## src/rtl/cmd_serial_to_parallel_if.sv

```systemverilog
// CMD-line response receiver bus: controller-side enable/config, CMD pad input,
// received frame and status flags, plus the receiver's FSM state for observation.
interface cmd_serial_to_parallel_if;
  logic         enable_stp_wrapper;
  logic         long_response;
  logic         cmd_pin_in;
  logic [135:0] pad_response;
  logic         reception_complete;
  logic         start_timeout;
  logic         frame_error;
  logic         crc_error;
  logic [2:0]   fsm_state;

  modport master (
    output enable_stp_wrapper, long_response, cmd_pin_in,
    input  pad_response, reception_complete, start_timeout, frame_error, crc_error, fsm_state
  );

  modport slave (
    input  enable_stp_wrapper, long_response, cmd_pin_in,
    output pad_response, reception_complete, start_timeout, frame_error, crc_error, fsm_state
  );
endinterface

```

## src/rtl/cmd_serial_to_parallel.sv

```systemverilog
// SD host CMD-line response receiver: hunts for the start bit, shifts in a 48/136-bit frame.
// Optional CRC7 checking is compiled in when CMD_CRC7_CHECK_EN is defined.
module cmd_serial_to_parallel #(
  parameter int SHORT_LEN = 48,
  parameter int LONG_LEN  = 136,
  parameter int NCR_MAX   = 64,
  parameter int CNT_W     = 8
) (
  input logic sd_clock,
  input logic reset,
  cmd_serial_to_parallel_if.slave bus
);

  localparam logic [2:0] ST_IDLE    = 3'd0;
  localparam logic [2:0] ST_WAIT    = 3'd1;
  localparam logic [2:0] ST_SHIFT   = 3'd2;
  localparam logic [2:0] ST_DONE    = 3'd3;
  localparam logic [2:0] ST_TIMEOUT = 3'd4;

  // Handshake: enable_stp_wrapper is a level request. While high the receiver runs
  // one reception and then holds its result (reception_complete or start_timeout);
  // dropping it aborts or acknowledges, returning to IDLE on the next sd_clock edge.
  logic [2:0]          state;
  logic [CNT_W-1:0]    cnt;
  logic [LONG_LEN-1:0] sr;
  logic                len_sel;
  logic [LONG_LEN-1:0] pad_q;
  logic                rc_q;
  logic                to_q;
  logic                fe_q;
  logic [CNT_W-1:0]    last_idx;
  logic [LONG_LEN-1:0] frame_aligned;

  assign last_idx = len_sel ? CNT_W'(LONG_LEN - 1) : CNT_W'(SHORT_LEN - 1);
  assign frame_aligned = len_sel ? sr
                                 : {{(LONG_LEN - SHORT_LEN){1'b0}}, sr[SHORT_LEN-1:0]};

  always_ff @(posedge sd_clock) begin
    if (reset) begin
      state   <= ST_IDLE;
      cnt     <= '0;
      sr      <= '0;
      len_sel <= 1'b0;
      pad_q   <= '0;
      rc_q    <= 1'b0;
      to_q    <= 1'b0;
      fe_q    <= 1'b0;
    end else begin
      case (state)
        ST_IDLE: begin
          cnt  <= '0;
          sr   <= '0;
          rc_q <= 1'b0;
          to_q <= 1'b0;
          fe_q <= 1'b0;
          if (bus.enable_stp_wrapper) begin
            len_sel <= bus.long_response;
            state   <= ST_WAIT;
          end
        end
        ST_WAIT: begin
          if (!bus.enable_stp_wrapper) begin
            state <= ST_IDLE;
          end else if (!bus.cmd_pin_in) begin
            // cnt doubles as the bit index: the start bit is bit 0
            sr    <= {sr[LONG_LEN-2:0], 1'b0};
            cnt   <= CNT_W'(1);
            state <= ST_SHIFT;
          end else if (cnt == CNT_W'(NCR_MAX - 1)) begin
            to_q  <= 1'b1;
            state <= ST_TIMEOUT;
          end else begin
            cnt <= cnt + 1'b1;
          end
        end
        ST_SHIFT: begin
          if (!bus.enable_stp_wrapper) begin
            state <= ST_IDLE;
          end else begin
            sr  <= {sr[LONG_LEN-2:0], bus.cmd_pin_in};
            cnt <= cnt + 1'b1;
            if (cnt == last_idx) state <= ST_DONE;
          end
        end
        ST_DONE: begin
          if (!bus.enable_stp_wrapper) begin
            rc_q  <= 1'b0;
            fe_q  <= 1'b0;
            state <= ST_IDLE;
          end else if (!rc_q) begin
            pad_q <= frame_aligned;
            rc_q  <= 1'b1;
            fe_q  <= ~sr[0];
          end
        end
        ST_TIMEOUT: begin
          if (!bus.enable_stp_wrapper) begin
            to_q  <= 1'b0;
            state <= ST_IDLE;
          end
        end
        default: state <= ST_IDLE;
      endcase
    end
  end

`ifdef CMD_CRC7_CHECK_EN
  logic [6:0] crc;
  logic [6:0] crc_next;
  logic       crc_en;
  logic       crc_err_q;

  // CRC7 x^7+x^3+1; covers everything before the CRC field, except the long
  // frame's leading 8 bits (start, transmission, reserved).
  always_comb begin
    crc_next = {crc[5:0], 1'b0} ^ ({7{bus.cmd_pin_in ^ crc[6]}} & 7'h09);
    crc_en   = len_sel ? (cnt >= CNT_W'(8) && cnt <= CNT_W'(LONG_LEN - 9))
                       : (cnt <= CNT_W'(SHORT_LEN - 9));
  end

  always_ff @(posedge sd_clock) begin
    if (reset) begin
      crc       <= '0;
      crc_err_q <= 1'b0;
    end else begin
      case (state)
        ST_IDLE: begin
          crc       <= '0;
          crc_err_q <= 1'b0;
        end
        ST_WAIT:  crc <= '0;
        ST_SHIFT: if (bus.enable_stp_wrapper && crc_en) crc <= crc_next;
        ST_DONE: begin
          if (!bus.enable_stp_wrapper) crc_err_q <= 1'b0;
          else if (!rc_q)              crc_err_q <= (crc != sr[7:1]);
        end
        default: crc_err_q <= crc_err_q;
      endcase
    end
  end

  assign bus.crc_error = crc_err_q;
`else
  assign bus.crc_error = 1'b0;
`endif

  assign bus.pad_response       = pad_q;
  assign bus.reception_complete = rc_q;
  assign bus.start_timeout      = to_q;
  assign bus.frame_error        = fe_q;
  assign bus.fsm_state          = state;

endmodule

```

## src/flat_wrapper.sv

```systemverilog
// flat-port wrapper written by rule: the top's interface ports become plain ports
module cmd_serial_to_parallel_flat 
#(
  parameter int SHORT_LEN = 48,
  parameter int LONG_LEN  = 136,
  parameter int NCR_MAX   = 64,
  parameter int CNT_W     = 8
)
  (sd_clock, reset, bus_enable_stp_wrapper, bus_long_response, bus_cmd_pin_in, bus_pad_response, bus_reception_complete, bus_start_timeout, bus_frame_error, bus_crc_error, bus_fsm_state);
  cmd_serial_to_parallel_if bus_i ();
  input logic sd_clock;
  input logic reset;
  input wire logic [$bits(bus_i.enable_stp_wrapper)-1:0] bus_enable_stp_wrapper;
  input wire logic [$bits(bus_i.long_response)-1:0] bus_long_response;
  input wire logic [$bits(bus_i.cmd_pin_in)-1:0] bus_cmd_pin_in;
  output wire logic [$bits(bus_i.pad_response)-1:0] bus_pad_response;
  output wire logic [$bits(bus_i.reception_complete)-1:0] bus_reception_complete;
  output wire logic [$bits(bus_i.start_timeout)-1:0] bus_start_timeout;
  output wire logic [$bits(bus_i.frame_error)-1:0] bus_frame_error;
  output wire logic [$bits(bus_i.crc_error)-1:0] bus_crc_error;
  output wire logic [$bits(bus_i.fsm_state)-1:0] bus_fsm_state;
  assign bus_i.enable_stp_wrapper = bus_enable_stp_wrapper;
  assign bus_i.long_response = bus_long_response;
  assign bus_i.cmd_pin_in = bus_cmd_pin_in;
  assign bus_pad_response = bus_i.pad_response;
  assign bus_reception_complete = bus_i.reception_complete;
  assign bus_start_timeout = bus_i.start_timeout;
  assign bus_frame_error = bus_i.frame_error;
  assign bus_crc_error = bus_i.crc_error;
  assign bus_fsm_state = bus_i.fsm_state;
  cmd_serial_to_parallel #(.SHORT_LEN(SHORT_LEN), .LONG_LEN(LONG_LEN), .NCR_MAX(NCR_MAX), .CNT_W(CNT_W)) u_core (.sd_clock(sd_clock), .reset(reset), .bus(bus_i));
endmodule
```

## config.mk

```make
export PLATFORM = sky130hd
export DESIGN_NAME = cmd_serial_to_parallel_flat
export DESIGN_NICKNAME = d
export VERILOG_FILES = /design/src/rtl/cmd_serial_to_parallel_if.sv /design/src/rtl/cmd_serial_to_parallel.sv /design/src/flat_wrapper.sv
export SDC_FILE = /design/constraint.sdc
export NUM_CORES = 1
export LEC_CHECK = 0
export CAP_MARGIN = 25
export CORE_UTILIZATION = 30
export CTS_BUF_LIST = sky130_fd_sc_hd__clkbuf_8
export CTS_CLUSTER_DIAMETER = 80
export CTS_CLUSTER_SIZE = 30
export DETAILED_ROUTE_END_ITERATION = 10
export DONT_BUFFER_PORTS = 1
export PLACE_DENSITY = 0.42
export SLEW_MARGIN = 20
export SYNTH_ARGS = -nofsm -noshare
export SYNTH_HDL_FRONTEND = slang
export SYNTH_SLANG_ARGS = --single-unit
```

## constraint.sdc

```tcl
create_clock -name sd_clock -period 3.7 [get_ports sd_clock]
set_clock_uncertainty 0.05 [all_clocks]
set_input_delay 0.925 -clock sd_clock [delete_from_list [all_inputs] [get_ports sd_clock]]
set_output_delay 0.925 -clock sd_clock [all_outputs]
set_load 0.005 [all_outputs]
```

**Word level (Yosys, flattened, before mapping)**

Index checks and enable logic that the tools add are counted.

- Memories kept: 0
- Memory bits (read-only): 0
- Flip-flop bits (word level): 287
- Bits in latches: 0
- RAM bits: 0
- Output and inout bits: 143
- Bits of input ports: 5

- Magnitude comparators: 0
- Shifts and indexed selects: 0
- Multipliers: 0
- Divide/modulo/power cells: 0
- Multiplexer cells: 29
- Reductions and logical operators: 12
- Bitwise operators: 2
- Add/sub/neg operators: 1
- Equal/unequal tests: 18

Operators with widths:

| operator | count |
|---|---|
| 136-bit two-way mux | 4 |
| 136-bit case mux with 3 select lines | 1 |
| 8-bit two-way mux | 5 |
| 8-bit case mux with 3 select lines | 1 |
| 3-bit two-way mux | 7 |
| 2-bit inequality test (second input constant) | 7 |
| 3-bit case mux with 4 select lines | 1 |
| 4-bit AND reduction | 3 |
| 8-bit by 1-bit adder with 8-bit output (second input constant) | 1 |
| 8-bit by 6-bit == test with 1-bit output (second input constant) | 1 |
| 8-bit == test | 1 |
| 1-bit two-way mux | 7 |
| 3-bit by 2-bit == test with 1-bit output (second input constant) | 2 |
| 3-bit inequality test (second input constant) | 2 |
| 3-bit nonzero test | 2 |
| 5-bit AND reduction | 1 |
| 4-bit by 3-bit inequality test with 1-bit output (second input constant) | 1 |
| 1-bit case mux with 2 select lines | 2 |
| 2-bit AND reduction | 2 |
| 3-bit by 1-bit == test with 1-bit output (second input constant) | 1 |
| 3-bit == test (second input constant) | 1 |
| 3-bit logical NOT | 1 |
| 3-bit by 2-bit inequality test with 1-bit output (second input constant) | 1 |
| 1-bit case mux with 3 select lines | 1 |
| 5 further kinds | 6 |

**Depth between registers and ports, before layout**

Gate-level depths: netlist (run 1).

- Depth in word-level cells: 5
- Gate-level depth with buffers: 8
- Depth with buffers taken out: 6

**Least setup slack after synthesis (run 1)**

Ideal clock, no wire load.

- Kind: in2reg
- Start: input bus_enable_stp_wrapper
- End: register u_core.pad_q[100] (netlist: u_core.bus.pad_response[100])
- Data required time: 3.518 ns
- Arrival: 1.965 ns
- Setup slack: 1.553 ns
- Buffers on the path: 3
- Stages on the path: 7
- Path through: nand2b_1 -> or3_1 -> clkbuf_1 -> buf_2 -> buf_2 -> nand2_1 -> a21oi_1

- Longest elaborated chain between the ends: 1

RTL lines:

| element | RTL line | source |
|---|---|---|
| from (decl) | flat_wrapper.sv:13 | `input wire logic [$bits(bus_i.enable_stp_wrapper)-1:0] bus_enable_stp_wrapper;` |
| 3-bit AND reduction (no source line) | - |  |
| to (signal assigned) | cmd_serial_to_parallel.sv:91 | `pad_q <= frame_aligned;` |
| to (decl) | cmd_serial_to_parallel.sv:27 | `logic [LONG_LEN-1:0] pad_q;` |

Every way passes these cells.
A chain may end at the register's enable or synchronous reset.

**Worst setup path after layout (run 1)**

- Start: register u_core.state[2] (netlist: u_core.bus.fsm_state[2])
- End: register u_core.pad_q[122] (netlist: u_core.bus.pad_response[122])

- Longest elaborated chain between the ends: 2

RTL lines:

| element | RTL line | source |
|---|---|---|
| from (decl) | cmd_serial_to_parallel.sv:23 | `logic [2:0] state;` |
| from (signal assigned) | cmd_serial_to_parallel.sv:40 | `state <= ST_IDLE;` |
| from (signal assigned) | cmd_serial_to_parallel.sv:58 | `state <= ST_WAIT;` |
| from (signal assigned) | cmd_serial_to_parallel.sv:63 | `state <= ST_IDLE;` |
| 3-bit by 2-bit == test with 1-bit output | cmd_serial_to_parallel.sv:49 | `case (state)` |
| 3-bit AND reduction (no source line) | - |  |

Every way passes these cells.

==> results of run 1 <==
power by group through the flow:
stage / logic (W) / clock network (W) / registers (W)
floorplan: 0.000173 / 0 / 0.00316
global placement: 0.000174 / 0 / 0.00318
detailed placement: 0.000174 / 0 / 0.00318
CTS: 0.000173 / 0.00190 / 0.00311
global route: 0.000187 / 0.00201 / 0.00312
finish: 0.000171 / 0.00179 / 0.00311
worst paths after layout:
path,to,depth (start not counted),from,slack [ns]
worst min register to register,u_core.bus.pad_response[2],2,u_core.sr[2],0.41
worst max register to register,u_core.bus.pad_response[122],5,u_core.bus.fsm_state[2],1.42
worst min-delay path,u_core.bus.pad_response[85],1,reset,0.38
worst max-delay path,u_core.bus.pad_response[122],5,u_core.bus.fsm_state[2],1.42
per-layer routing:
layer	vias to the layer above	track usage	wire length [um]
li1	4244	-	-
met1	3979	0.2113	13150
met3	20	0.03632	1515
met4	0	0.02947	416
met2	141	0.2313	12000
met5	-	0	0
cells in the mapped netlist (2+ instances only):
cell,number
a211oi_1,2
a21oi_1,283
and3_1,2
buf_1,12
buf_2,27
buf_4,2
clkbuf_1,79
dfxtp_1,287
inv_1,4
mux2i_1,2
nand2_1,328
nand2b_1,3
nand3_1,227
nor2_1,10
nor3_1,3
o21ai_0,9
o31ai_1,2
or3_1,5
or4_1,3
cell type report:
cell class	count	area, um2	share of cell area
inverters	4	15.01	0.001352
flip-flops and latches	287	5749	0.5176
clock buffers	19	261.5	0.02354
well taps	448	560.5	0.05046
multi-input cells	898	4205	0.3786
clock inverters	13	166.4	0.01498
repair buffers	10	150.1	0.01352
placed cells by master (no fill, tap or decap), types with 2 or more instances in the layout:
cell type / instances
clkbuf_8: 19
inv_6: 2
inv_8: 2
nor3_1: 2
nor2_1: 9
nand2_1: 328
clkinvlp_4: 2
a211oi_1: 2
clkinv_8: 2
dfxtp_1: 286
buf_12: 6
o21ai_0: 9
nand3_1: 227
o31ai_1: 2
inv_1: 5
or3_1: 4
mux2i_1: 2
nand2b_1: 3
or4_1: 3
buf_4: 4
a21oi_1: 283
kinds of logic after synthesis:
| logic type | after synthesis | share of synthesized area |
|---|---|---|
| adder cells (fa/ha/maj) | 1 | 0.001200 |
| buffers and inverters | 124 | 0.04859 |
| AND/OR/NAND/NOR | 587 | 0.2455 |
| AO/OA/AOI/OAI | 305 | 0.1495 |
| other | 1 | 0.0003596 |
| flip-flops | 287 | 0.5510 |
| multiplexers | 3 | 0.003000 |
| XOR/XNOR | 1 | 0.0008401 |
sequential cells by signal, indices dropped and copies added, names as in the netlist:
register and count:
u_core.bus.pad_response 136, u_core.bus.start_timeout 1, u_core.len_sel 1, u_core.bus.frame_error 1, u_core.cnt 8, u_core.bus.reception_complete 1, u_core.bus.fsm_state 3, u_core.sr 136
through the flow:
stage / utilization / setup WS, ns
2_1_floorplan: - / 1.553
3_3_place_gp: 0.3154 / 1.201
3_5_place_dp: 0.3154 / 1.160
4_1_cts: 0.3280 / 1.351
5_1_grt: 0.3280 / 1.155
6_report: 0.3280 / 1.425
==> flow_metrics.py, run 1 <==
metrics = {
    "logic_synthesis": {
        "yosysSeqAreaShare": 0.5510,
        "syn_nets": 1315,
        "ys_types": 38,
        "yosys.area.top_type": "dfxtp_1",
        "syn_inst": 1309,
        "ys.flop_type": "dfxtp_1",
        "ys_async_sr_fraction": 0,
        "synth-seq-cells": 287,
        "yosys_warnings": 0,
        "synth_top_area_frac": 0.5510,
        "synthTopCellsByArea": "dfxtp_1 (55%), a21oi_1 (14%), nand2_1 (12%)",
        "synth_edf_count": 0,
        "syn_area_per_cell_um2": 7.966,
        "synth_area_um2": 10430,
    },
    "final_layout": {
        "stdcell_count": 1679,
        "synthToLayoutAreaGrowth_pct": 6.528,
        "drive_above_1_share": 0.03981,
        "final_nets": 1225,
        "num_antenna_cells": 0,
        "fin_area_um2": 11110,
        "nFillCells": 3703,
    },
    "global_routing": {
        "grt_max_degree": 282,
        "grt_pass1_vias": 8010,
        "grt_overflow": 0,
        "antenna_found_initial": 0,
        "grt_pass1_wl_mm": 44.57,
        "grt.total_usage": 0.1497,
    },
    "timing": {
        "setup_viol": 0,
        "fmax_mhz": 439.5,
        "slew_viol_final": 0,
        "finalHoldWorstSlack_ns": 0.3755,
        "max_slew.worst_pin.slew_ns": 1.038,
        "fin_crit_ns": 2.275,
        "hold_viol": 0,
        "setup_tns_ns": 0,
        "period_share": 0.6150,
        "slew_headroom": 0.3082,
        "rsz0062_at_grt": "false",
    },
    "die": {
        "rows": 67,
        "core_um2": 33870,
        "dieArea_um2": 35510,
        "initial_utilization": 0.3079,
        "fp.dieH_um": 188.4,
        "pin_count": 148,
        "die_width_um": 188.4,
    },
    "pwr": {
        "p_total_w": 0.005067,
        "ir_drop_mv": 0.2227,
        "swShare": 0.2604,
        "p_comb_frac": 0.034,
        "clockPowerShare": 0.352,
        "netSwitchingPower_w": 0.001319,
        "power_leakage_nw": 3.227,
        "pwr_density_cell_nw_per_um2": 456.2,
        "intPower_w": 0.003748,
        "p_seq_frac": 0.614,
    },
    "cts": {
        "cts_tree": "done",
        "postCtsSetupRepairBufs": 0,
        "insertion_delay_ns": 0.58,
        "cts.clk_slew.worst_paths_ns": 0.14,
        "ctsHoldBuffers": 0,
        "clockBufferDepth": 3,
        "cts_sinks": 287,
        "cts_resized": 0,
        "cts-buffers-inserted": 18,
        "cts-root-buf": "clkbuf_8",
        "cts_max_level": 1,
    },
    "critical_path": {
        "critPathBufInv": 1,
        "start_kind": "register",
        "critical_path_class": "reg -> reg",
        "worst-path-max-fanout": 50,
        "cpPeakStageDelay_ns": 0.64,
        "required_ns": 4.13,
        "crit_chain": "nand2b_1 -> or3_4 -> buf_4 -> nand2_1 -> a21oi_1",
        "cp_slowest_cell": "dfxtp_1",
        "setup.worst_path.end_class": "register",
        "worstPathArrival_ns": 2.71,
        "cp_top_family": "simple AND/OR/NAND/NOR gates",
    },
    "run_status": {
        "outcome": "finished, final reports clean",
    },
    "routing": {
        "vias": 8384,
        "drt-pass1-iter-count": 4,
        "wl_per_cell_um": 16.13,
        "drt_iter0_drc": 591,
        "remaining_drc_errors": 0,
        "ant_nets": 0,
        "vias_per_cell": 4.993,
        "drt-total-wl_mm": 27.08,
    },
    "place": {
        "place_area_um2": 10680,
        "dp_hpwl_mm": 14.35,
        "dp.cells": 1647,
        "numPortBuffers": 0,
        "place_congestion": 0.7277,
    },
    "flow_run": {
        "max_cap_violations": 0,
    },
    "min_path": {
        "hold_class": "in -> reg",
    },
}
Power figures use the tool's default switching activity.
==> run 2, diff against run 1 <==
==> constraint.sdc (replaced) <==
create_clock -name sd_clock -period 2.3 [get_ports sd_clock]
set_clock_uncertainty 0.05 [all_clocks]
set_input_delay 0.575 -clock sd_clock [delete_from_list [all_inputs] [get_ports sd_clock]]
set_output_delay 0.575 -clock sd_clock [all_outputs]
set_load 0.005 [all_outputs]
==> flow_metrics.py, run 2 (same netlist as run 1, synthesis figures left out) <==
metrics = {
    "run_status": {
        "outcome": "finished, final reports clean",
    },
    "critical_path": {
        "cpPeakStageDelay_ns": 0.64,
        "crit_chain": "nand2_1 -> a21oi_1 -> o31a_1 -> buf_4 -> a221oi_1 -> a211oi_1",
        "worstPathArrival_ns": 2.51,
        "worst-path-max-fanout": 14,
        "cp_top_family": "compound AO/OA/AOI/OAI gates",
        "start_kind": "register",
        "required_ns": 2.75,
        "startpoint": "u_core.bus.fsm_state[0]",
        "r2r_start": "u_core.bus.fsm_state[0]",
        "cp_slowest_cell": "dfxtp_1",
        "critical_path_class": "reg -> reg",
        "setup.worst_path.end_class": "register",
        "critPathBufInv": 1,
    },
    "routing": {
        "drt_iter0_drc": 551,
        "vias_per_cell": 5.014,
        "vias": 8489,
        "drt-total-wl_mm": 27.30,
        "wl_per_cell_um": 16.12,
        "remaining_drc_errors": 0,
        "drt-pass1-iter-count": 7,
        "ant_nets": 0,
    },
    "cts": {
        "cts_sinks": 287,
        "cts.clk_slew.worst_paths_ns": 0.15,
        "cts-root-buf": "clkbuf_8",
        "cts-buffers-inserted": 18,
        "clockBufferDepth": 3,
        "cts_tree": "done",
        "cts_max_level": 1,
        "insertion_delay_ns": 0.59,
    },
    "die": {
        "dieArea_um2": 35510,
        "initial_utilization": 0.3079,
        "rows": 67,
        "core_um2": 33870,
        "die_width_um": 188.4,
        "pin_count": 148,
        "fp.dieH_um": 188.4,
    },
    "timing": {
        "max_slew.worst_pin.slew_ns": 0.8556,
        "fmax_mhz": 485.4,
        "setup_viol": 0,
        "slew_viol_final": 0,
        "slew_headroom": 0.4296,
        "finalHoldWorstSlack_ns": 0.02561,
        "hold_viol": 0,
        "setup_tns_ns": 0,
        "period_share": 0.8958,
        "rsz0062_at_grt": "false",
        "fin_crit_ns": 2.060,
    },
    "final_layout": {
        "drive_above_1_share": 0.04980,
        "nFillCells": 3692,
        "synthToLayoutAreaGrowth_pct": 8.879,
        "multi_input_area_um2": 4205,
        "final_common_cell": "nand2_1",
        "layout_common_cells": "nand2_1 (328), dfxtp_1 (286), a21oi_1 (283)",
        "seq_area_um2": 5749,
        "final_nets": 1239,
        "num_antenna_cells": 0,
    },
    "global_routing": {
        "grt_pass1_wl_mm": 44.63,
        "grt_overflow": 0,
        "antenna_found_initial": 0,
        "grt_pass1_vias": 8091,
        "grt.total_usage": 0.1506,
        "grt_max_degree": 282,
    },
    "place": {
        "dp_hpwl_mm": 14.54,
        "place_congestion": 0.7334,
        "numPortBuffers": 0,
    },
    "min_path": {
        "holdCritStartpoint": "reset",
        "hold_class": "in -> reg",
    },
    "pwr": {
        "pwr_density_cell_nw_per_um2": 735.3,
        "ir_drop_mv": 0.3424,
        "power_leakage_nw": 3.353,
    },
    "flow_run": {
        "max_cap_violations": 0,
    },
}
==> run 2: metal layers <==
metal / wire [um] / GRT usage / share of wire
met1: 13110 / 0.2117 / 0.48
met2: 12180 / 0.2349 / 0.45
met3: 1596 / 0.03334 / 0.058
met4: 406 / 0.03257 / 0.015
met5: 0 / 0 / 0
==> run 2: worst paths after layout <==
| kind | endpoint | slack (ns) | cells after the start |
|---|---|---|---|
| max | u_core.cnt[0] | 0.24 | 6 |
| min | u_core.bus.pad_response[4] | 0.03 | 1 |
| max reg2reg | u_core.cnt[0] | 0.24 | 6 |
| min reg2reg | u_core.bus.pad_response[2] | 0.38 | 2 |
==> run 2: final cells by class <==
type | instances | share of cell area
Clock buffer | 20 | 0.02425
Clock inverter | 12 | 0.01587
Inverter | 4 | 0.001322
Multi-Input combinational cell | 898 | 0.3704
Sequential cell | 287 | 0.5064
Tap cell | 448 | 0.04937
Timing Repair Buffer | 24 | 0.03240
==> run 2: where the power goes <==
part	switching (W)	internal, W
clock network	0.00185	0.00115
logic	0.000276	0.0000860
registers	0.00000994	0.00498
total	0.00214	0.00621
==> run 2: timing repair <==
| action | in CTS | in global routing |
|---|---|---|
| buffers inserted | 0 | 0 |
| hold buffers | 2 | 2 |
| resized for setup | 0 | 0 |
| hold endpoints to repair | 105 | 32 |
==> run 2: through the flow <==
step / std cells / worst slack (ns) / utilization / cell area, um2 / power, W
after floorplan: 1309 / 0.5026 / - / 10430 / 0.005369
after global placement: 1657 / 0.2819 / 0.3198 / 10830 / 0.005438
after detailed placement: 1657 / 0.3020 / 0.3198 / 10830 / 0.005435
after CTS: 1691 / 0.2502 / 0.3338 / 11310 / 0.008498
after global routing: 1693 / 0.02838 / 0.3352 / 11350 / 0.008745
final: 1693 / 0.2397 / 0.3352 / 11350 / 0.008348
